`config.mk`:
```
export PLATFORM = sky130hd
export DESIGN_NAME = lfsr_stream_arb
export DESIGN_NICKNAME = d
export VERILOG_FILES = /design/src/rtl/lfsr_stream_arb_pkg.sv /design/src/rtl/lfsr_stream_arb_lfsr26_core.sv /design/src/rtl/lfsr_stream_arb.sv
export SDC_FILE = /design/constraint.sdc
export NUM_CORES = 1
export LEC_CHECK = 0
export BUFFER_PORTS_ARGS = -buffer_cell sky130_fd_sc_hd__buf_2
export CAP_MARGIN = 20
export CORE_MARGIN = 2
export CORE_UTILIZATION = 48
export CTS_BUF_LIST = sky130_fd_sc_hd__clkbuf_8
export CTS_CLUSTER_SIZE = 25
export DETAILED_ROUTE_END_ITERATION = 8
export HOLD_SLACK_MARGIN = 0.15
export PLACE_DENSITY = 0.77
export SETUP_SLACK_MARGIN = 0.15
export SLEW_MARGIN = 20
export SYNTH_ARGS = -nofsm -noshare
export SYNTH_HDL_FRONTEND = slang
export SYNTH_SLANG_ARGS = --single-unit
export TNS_END_PERCENT = 50
```
`constraint.sdc`:
```
create_clock -name clk -period 1.8 [get_ports clk]
set_input_delay 0.09 -clock clk [delete_from_list [all_inputs] [get_ports clk]]
set_output_delay 0.09 -clock clk [all_outputs]
set_load 0.05 [all_outputs]
```
`src/rtl/lfsr_stream_arb_pkg.sv`:
```
// Shared definitions for the two-requester LFSR stream arbiter:
// LFSR geometry, feedback function, controller states and default seed.
package lfsr_stream_arb_pkg;

  localparam int LFSR_W = 26;
  localparam logic [LFSR_W-1:0] SEED_DEFAULT = 26'h1;

  typedef enum logic [0:0] {
    IDLE = 1'b0,
    GEN  = 1'b1
  } state_t;

  // Fibonacci step with taps 26,6,2,1; shifts toward the MSB.
  function automatic logic [LFSR_W-1:0] lfsr_next(input logic [LFSR_W-1:0] q);
    return {q[24:0], q[25] ^ q[5] ^ q[1] ^ q[0]};
  endfunction

endpackage

```
`src/rtl/lfsr_stream_arb_lfsr26_core.sv`:
```
// 26-bit maximal-length LFSR register with load and step controls.
// A zero seed is replaced by 1 so the lock-up state can never be entered.
module lfsr26_core
  import lfsr_stream_arb_pkg::*;
#(
  parameter logic [LFSR_W-1:0] SEED_DEFAULT = lfsr_stream_arb_pkg::SEED_DEFAULT
) (
  input  logic              clk,
  input  logic              rst,
  input  logic              load,
  input  logic [LFSR_W-1:0] din,
  input  logic              step,
  output logic [LFSR_W-1:0] q
);

  logic [LFSR_W-1:0] q_r;
  logic [LFSR_W-1:0] seed_s;

  // Substitute 1 for an all-zero seed.
  always_comb begin
    seed_s = din;
    if (din == {LFSR_W{1'b0}}) begin
      seed_s = {{(LFSR_W-1){1'b0}}, 1'b1};
    end else begin
      seed_s = din;
    end
  end

  // LFSR state register; load has priority over step.
  always_ff @(posedge clk) begin
    if (rst) begin
      q_r <= SEED_DEFAULT;
    end else if (load) begin
      q_r <= seed_s;
    end else if (step) begin
      q_r <= lfsr_next(q_r);
    end else begin
      q_r <= q_r;
    end
  end

  assign q = q_r;

endmodule

```
`src/rtl/lfsr_stream_arb.sv`:
```
// Round-robin controller sharing one 26-bit LFSR between two burst requesters,
// streaming one pseudo-random word per accepted beat over valid/ready.
module lfsr_stream_arb
  import lfsr_stream_arb_pkg::*;
#(
  parameter int                LEN_W        = 4,
  parameter logic [LFSR_W-1:0] SEED_DEFAULT = lfsr_stream_arb_pkg::SEED_DEFAULT
) (
  input  logic              clk,
  input  logic              rst,
  input  logic              seed_ld,
  input  logic [LFSR_W-1:0] seed,
  input  logic [1:0]        req,
  input  logic [LEN_W-1:0]  len0,
  input  logic [LEN_W-1:0]  len1,
  output logic [1:0]        gnt,
  output logic [LFSR_W-1:0] dout,
  output logic              vld,
  input  logic              rdy,
  output logic              done
);

  state_t            state_r, state_s;
  logic [1:0]        gnt_r, gnt_s;
  logic              vld_r, vld_s;
  logic [LFSR_W-1:0] dout_r, dout_s;
  logic              done_r, done_s;
  logic [LEN_W:0]    cnt_r, cnt_s;
  logic              last_r, last_s;
  logic              pick_s;
  logic [LEN_W-1:0]  sel_len_s;
  logic              lfsr_load_s;
  logic              lfsr_step_s;
  logic [LFSR_W-1:0] lfsr_q_s;

  lfsr26_core #(
    .SEED_DEFAULT(SEED_DEFAULT)
  ) u_core (
    .clk  (clk),
    .rst  (rst),
    .load (lfsr_load_s),
    .din  (seed),
    .step (lfsr_step_s),
    .q    (lfsr_q_s)
  );

  // Next-state, arbitration and output-register next values.
  always_comb begin
    state_s     = state_r;
    gnt_s       = gnt_r;
    vld_s       = vld_r;
    dout_s      = dout_r;
    done_s      = 1'b0;
    cnt_s       = cnt_r;
    last_s      = last_r;
    lfsr_load_s = 1'b0;
    lfsr_step_s = 1'b0;
    pick_s      = 1'b0;
    sel_len_s   = len0;
    case (state_r)
      IDLE: begin
        vld_s = 1'b0;
        gnt_s = 2'b00;
        if (seed_ld) begin
          lfsr_load_s = 1'b1;
        end else if (req != 2'b00) begin
          // On a tie the requester not served last wins.
          if (req == 2'b11) begin
            pick_s = ~last_r;
          end else begin
            pick_s = req[1];
          end
          sel_len_s = pick_s ? len1 : len0;
          gnt_s     = pick_s ? 2'b10 : 2'b01;
          if (sel_len_s == {LEN_W{1'b0}}) begin
            cnt_s = {1'b1, {LEN_W{1'b0}}};
          end else begin
            cnt_s = {1'b0, sel_len_s};
          end
          state_s = GEN;
        end else begin
          state_s = IDLE;
        end
      end
      GEN: begin
        if (!vld_r || rdy) begin
          if (cnt_r != {(LEN_W+1){1'b0}}) begin
            lfsr_step_s = 1'b1;
            dout_s      = lfsr_next(lfsr_q_s);
            vld_s       = 1'b1;
            cnt_s       = cnt_r - {{LEN_W{1'b0}}, 1'b1};
          end else begin
            vld_s   = 1'b0;
            gnt_s   = 2'b00;
            done_s  = 1'b1;
            last_s  = gnt_r[1];
            state_s = IDLE;
          end
        end else begin
          state_s = GEN;
        end
      end
      default: begin
        state_s = IDLE;
        vld_s   = 1'b0;
        gnt_s   = 2'b00;
      end
    endcase
  end

  // Controller and output registers.
  always_ff @(posedge clk) begin
    if (rst) begin
      state_r <= IDLE;
      gnt_r   <= 2'b00;
      vld_r   <= 1'b0;
      dout_r  <= {LFSR_W{1'b0}};
      done_r  <= 1'b0;
      cnt_r   <= {(LEN_W+1){1'b0}};
      last_r  <= 1'b1;
    end else begin
      state_r <= state_s;
      gnt_r   <= gnt_s;
      vld_r   <= vld_s;
      dout_r  <= dout_s;
      done_r  <= done_s;
      cnt_r   <= cnt_s;
      last_r  <= last_s;
    end
  end

  assign gnt  = gnt_r;
  assign vld  = vld_r;
  assign dout = dout_r;
  assign done = done_r;

endmodule

```
==> results.py <==
metrics = {
    "detailed_routing": {
        "vias_per_cell": 5.56,
        "vias": 2824,
        "drt_iter0_drc": 220,
        "drt-total-wl_um": 8410,
        "wl_per_cell_um": 16.6,
        "antenna_left": 0,
        "firstDrtPassIters": 4,
        "route.detailed.drc": 0,
    },
    "hold_path": {
        "hp-class": "primary input to flip-flop",
        "holdPathStages": 4,
    },
    "place": {
        "dpl-instance-area_mm2": 0.00306,
        "io_buffers": 69,
        "dpl.hpwl_um": 4450,
        "place_congestion": 0.815,
    },
    "timing": {
        "hold_slack_ns": 0.171,
        "rsz0062_at_grt": "yes",
        "setup_ws_ns": -0.0983,
        "clock_skew_ns": 0.00878,
        "maxSlewViolCount": 0,
        "min_period_ns": 1.90,
        "hold_viol": 0,
        "fmax_mhz": 527,
        "setup_viol": 42,
        "slew_headroom": 0.682,
        "worstMarginPinSlew_ns": 0.473,
        "fin_crit_sh": 1.05,
    },
    "global_route": {
        "grtUsageTotal": 0.267,
        "grt_max_degree": 30,
        "grt_pass1_wl_um": 12500,
        "antenna_found_initial": 0,
        "grt_overflow": 0,
        "grt_pass1_vias": 2718,
    },
    "logic_synthesis": {
        "synth_top_family_by_area": "simple AND/OR/NAND/NOR gates",
        "synth-compound-area-share": 0.196,
        "yosys_warnings": 0,
        "async_flop_share": 0,
        "yosysTopAreaCellShare": 0.496,
        "synth_xor_area_frac": 0.0103,
        "synth_area_leaders": "dfxtp_1 (50%), nand2_1 (16%), a31oi_1 (6.6%), a21oi_1 (6.1%), nor4_1 (1.7%)",
        "synth_area_mm2": 0.00254,
        "synth_edf_count": 0,
        "synth_common_cells": "nand2_1 (105), dfxtp_1 (63), a21oi_1 (31)",
        "ys_seq_elements": 63,
        "syn_area_per_cell_um2": 8.12,
        "yosysUniqueCellTypes": 43,
        "synthAdderAreaFrac": 0.00492,
        "ys_seq_area_frac": 0.496,
        "yosysTopAreaCell": "dfxtp_1",
        "synthFlopType": "dfxtp_1",
        "synthMuxAreaShare": 0.00394,
        "yosys.area_share.simple": 0.243,
        "synthCells": 313,
        "synth_most_common_cell": "nand2_1",
        "syn_nets": 354,
    },
    "power": {
        "vdd_drop_max_mv": 0.492,
        "leakagePower_uw": 0.00168,
        "p_per_area_mw_per_mm2": 894,
        "p_total_uw": 3590,
    },
    "clock_tree": {
        "clk_pin_slew_ns": 0.07,
        "cts-htree-levels": 3,
        "clockBufferDepth": 2,
        "cts_buffers": 9,
        "cts_root_buffer": "clkbuf_8",
        "cts_sinks": 63,
        "cts_tree": "yes",
        "clk_latency_ns": 0.35,
    },
    "die": {
        "die_x_um": 76.8,
        "die_area_mm2": 0.00589,
        "pin_count": 70,
        "core_mm2": 0.00511,
        "initial_core_util": 0.498,
        "rows": 26,
        "fp.dieH_um": 76.8,
    },
    "job": {
        "drv_cap": 0,
    },
    "cells_and_area": {
        "nets": 475,
        "layout-area-overhead-vs-synth_pct": 58.0,
        "antenna_cells": 0,
        "drive_gt1_frac": 0.425,
        "final_area_mm2": 0.00402,
    },
    "worst_setup_path": {
        "cp_cell_sequence": "inv_2 > ha_4 > or4b_4 > a31oi_4 > buf_6 > clkbuf_16 > nand2_2 > a31oi_1",
        "crit_required_ns": 2.06,
        "crit_buf_inv": 3,
        "critPathMaxStageDelay_ns": 0.51,
        "r2r_cells": 8,
        "endpoint_kind": "flip-flop",
        "arrival_ns": 2.16,
        "path_class": "flip-flop to flip-flop",
        "worstSetupPathDepth": 8,
        "cp_max_fo": 6,
        "start_kind": "flip-flop",
        "path_delay_family": "simple AND/OR/NAND/NOR gates",
        "critPathSlowestCell": "or4b_4",
    },
    "outcome": {
        "status": "finished with violations",
        "violations": "negative setup slack",
    },
}
## placed cells by master (no fill, tap or decap), types with 2 or more instances in the layout
| cell | instances |
|---|---|
| nand2_2 | 43 |
| and3_1 | 2 |
| nor2b_1 | 2 |
| clkbuf_16 | 4 |
| clkbuf_8 | 9 |
| a21oi_1 | 28 |
| a31oi_2 | 4 |
| nor3_1 | 2 |
| nor4_1 | 7 |
| o21ai_0 | 5 |
| a31oi_1 | 23 |
| nor2_1 | 7 |
| buf_2 | 69 |
| inv_1 | 5 |
| clkinv_2 | 2 |
| a211o_1 | 2 |
| buf_4 | 13 |
| dfxtp_2 | 3 |
| xnor2_1 | 2 |
| nand2_4 | 6 |
| dlygate4sd3_1 | 32 |
| buf_6 | 5 |
| nand3b_1 | 2 |
| a21oi_2 | 3 |
| nand3_1 | 3 |
| or2_2 | 2 |
| dfxtp_1 | 60 |
| inv_2 | 2 |
| o2111ai_1 | 2 |
| buf_12 | 4 |
| nand2_1 | 56 |
| buf_16 | 2 |
## power by group
group | total [µW] | internal [µW] | switching, µW
Sequential | 1560 | 1480 | 83.2
Combinational | 866 | 416 | 451
Clock | 1160 | 616 | 547
## final timing paths
path         slack (ns)             startpoint                         to
max reg2reg        -0.1  cnt_r[0]$_SDFFE_PP0P_  u_core.q[20]$_SDFFE_PP0P_
min                0.17                 req[0]        gnt[1]$_SDFFE_PP0P_
max                -0.1  cnt_r[0]$_SDFFE_PP0P_  u_core.q[20]$_SDFFE_PP0P_
min reg2reg        0.45   dout[8]$_SDFFE_PP0P_       dout[8]$_SDFFE_PP0P_
## registers in the layout, summed over array words and instances (netlist names)
| register | cells |
|---|---|
| gnt | 2 |
| cnt_r | 5 |
| vld | 1 |
| last_r | 1 |
| dout | 26 |
| u_core.q | 26 |
| state_r | 1 |
| done | 1 |
## per-stage QoR
stage	std cells	utilization	worst slack [ns]	TNS [ns]
after detailed placement	445	0.599	-0.0380	-0.0380
after floorplan	313	-	-0.0338	-0.0338
after CTS	503	0.744	-0.00125	-0.00125
after global routing	508	0.786	-0.126	-3.71
final	508	0.786	-0.0983	-1.00
after global placement	445	0.599	-0.00579	-0.00579
## worst reg2reg max path: cells and delay by family (launching register included)
kind | cells | cell delay (ns)
buf+inv | 3 | 0.37
simple gates | 2 | 0.57
fa+ha+maj | 1 | 0.13
compound gates | 2 | 0.42
flops | 1 | 0.32
## layer usage
metal	GRT usage	vias to the layer above	part of all wire
li1	-	1338	-
met1	0.327	1315	0.41
met2	0.446	141	0.50
met3	0.0518	30	0.062
met4	0.138	0	0.031
met5	0	-	0
## timing repair
item                                    in CTS  in global routing
buffers inserted                             8                  1
gates resized for setup                     42                 24
gates cloned                                 3                  4
pin swaps                                   18                 13
hold endpoints to repair                    29                  0
hold buffers                                32                  0
endpoints found under the setup margin      59                 60
## cell type report
cell class,instances,area (µm²)
multi-input combinational,226,1410
inverter,5,18.8
sequential,63,1260
timing repair buffer,129,1050
clock inverter,6,55.1
tap,70,87.6
clock buffer,9,124
fill,321,1090
## logic make-up (layout without fill, tap and decap cells)
family / after synthesis / in the layout
and+or+nand+nor: 142 / 142
AOI/OAI and AO/OA: 79 / 79
DFF: 63 / 63
buffers and inverters: 24 / 149
xor gates and xnor gates: 3 / 3
adders and majority gates: 1 / 1
muxes: 1 / 1
(Power assumes the default switching activity.)
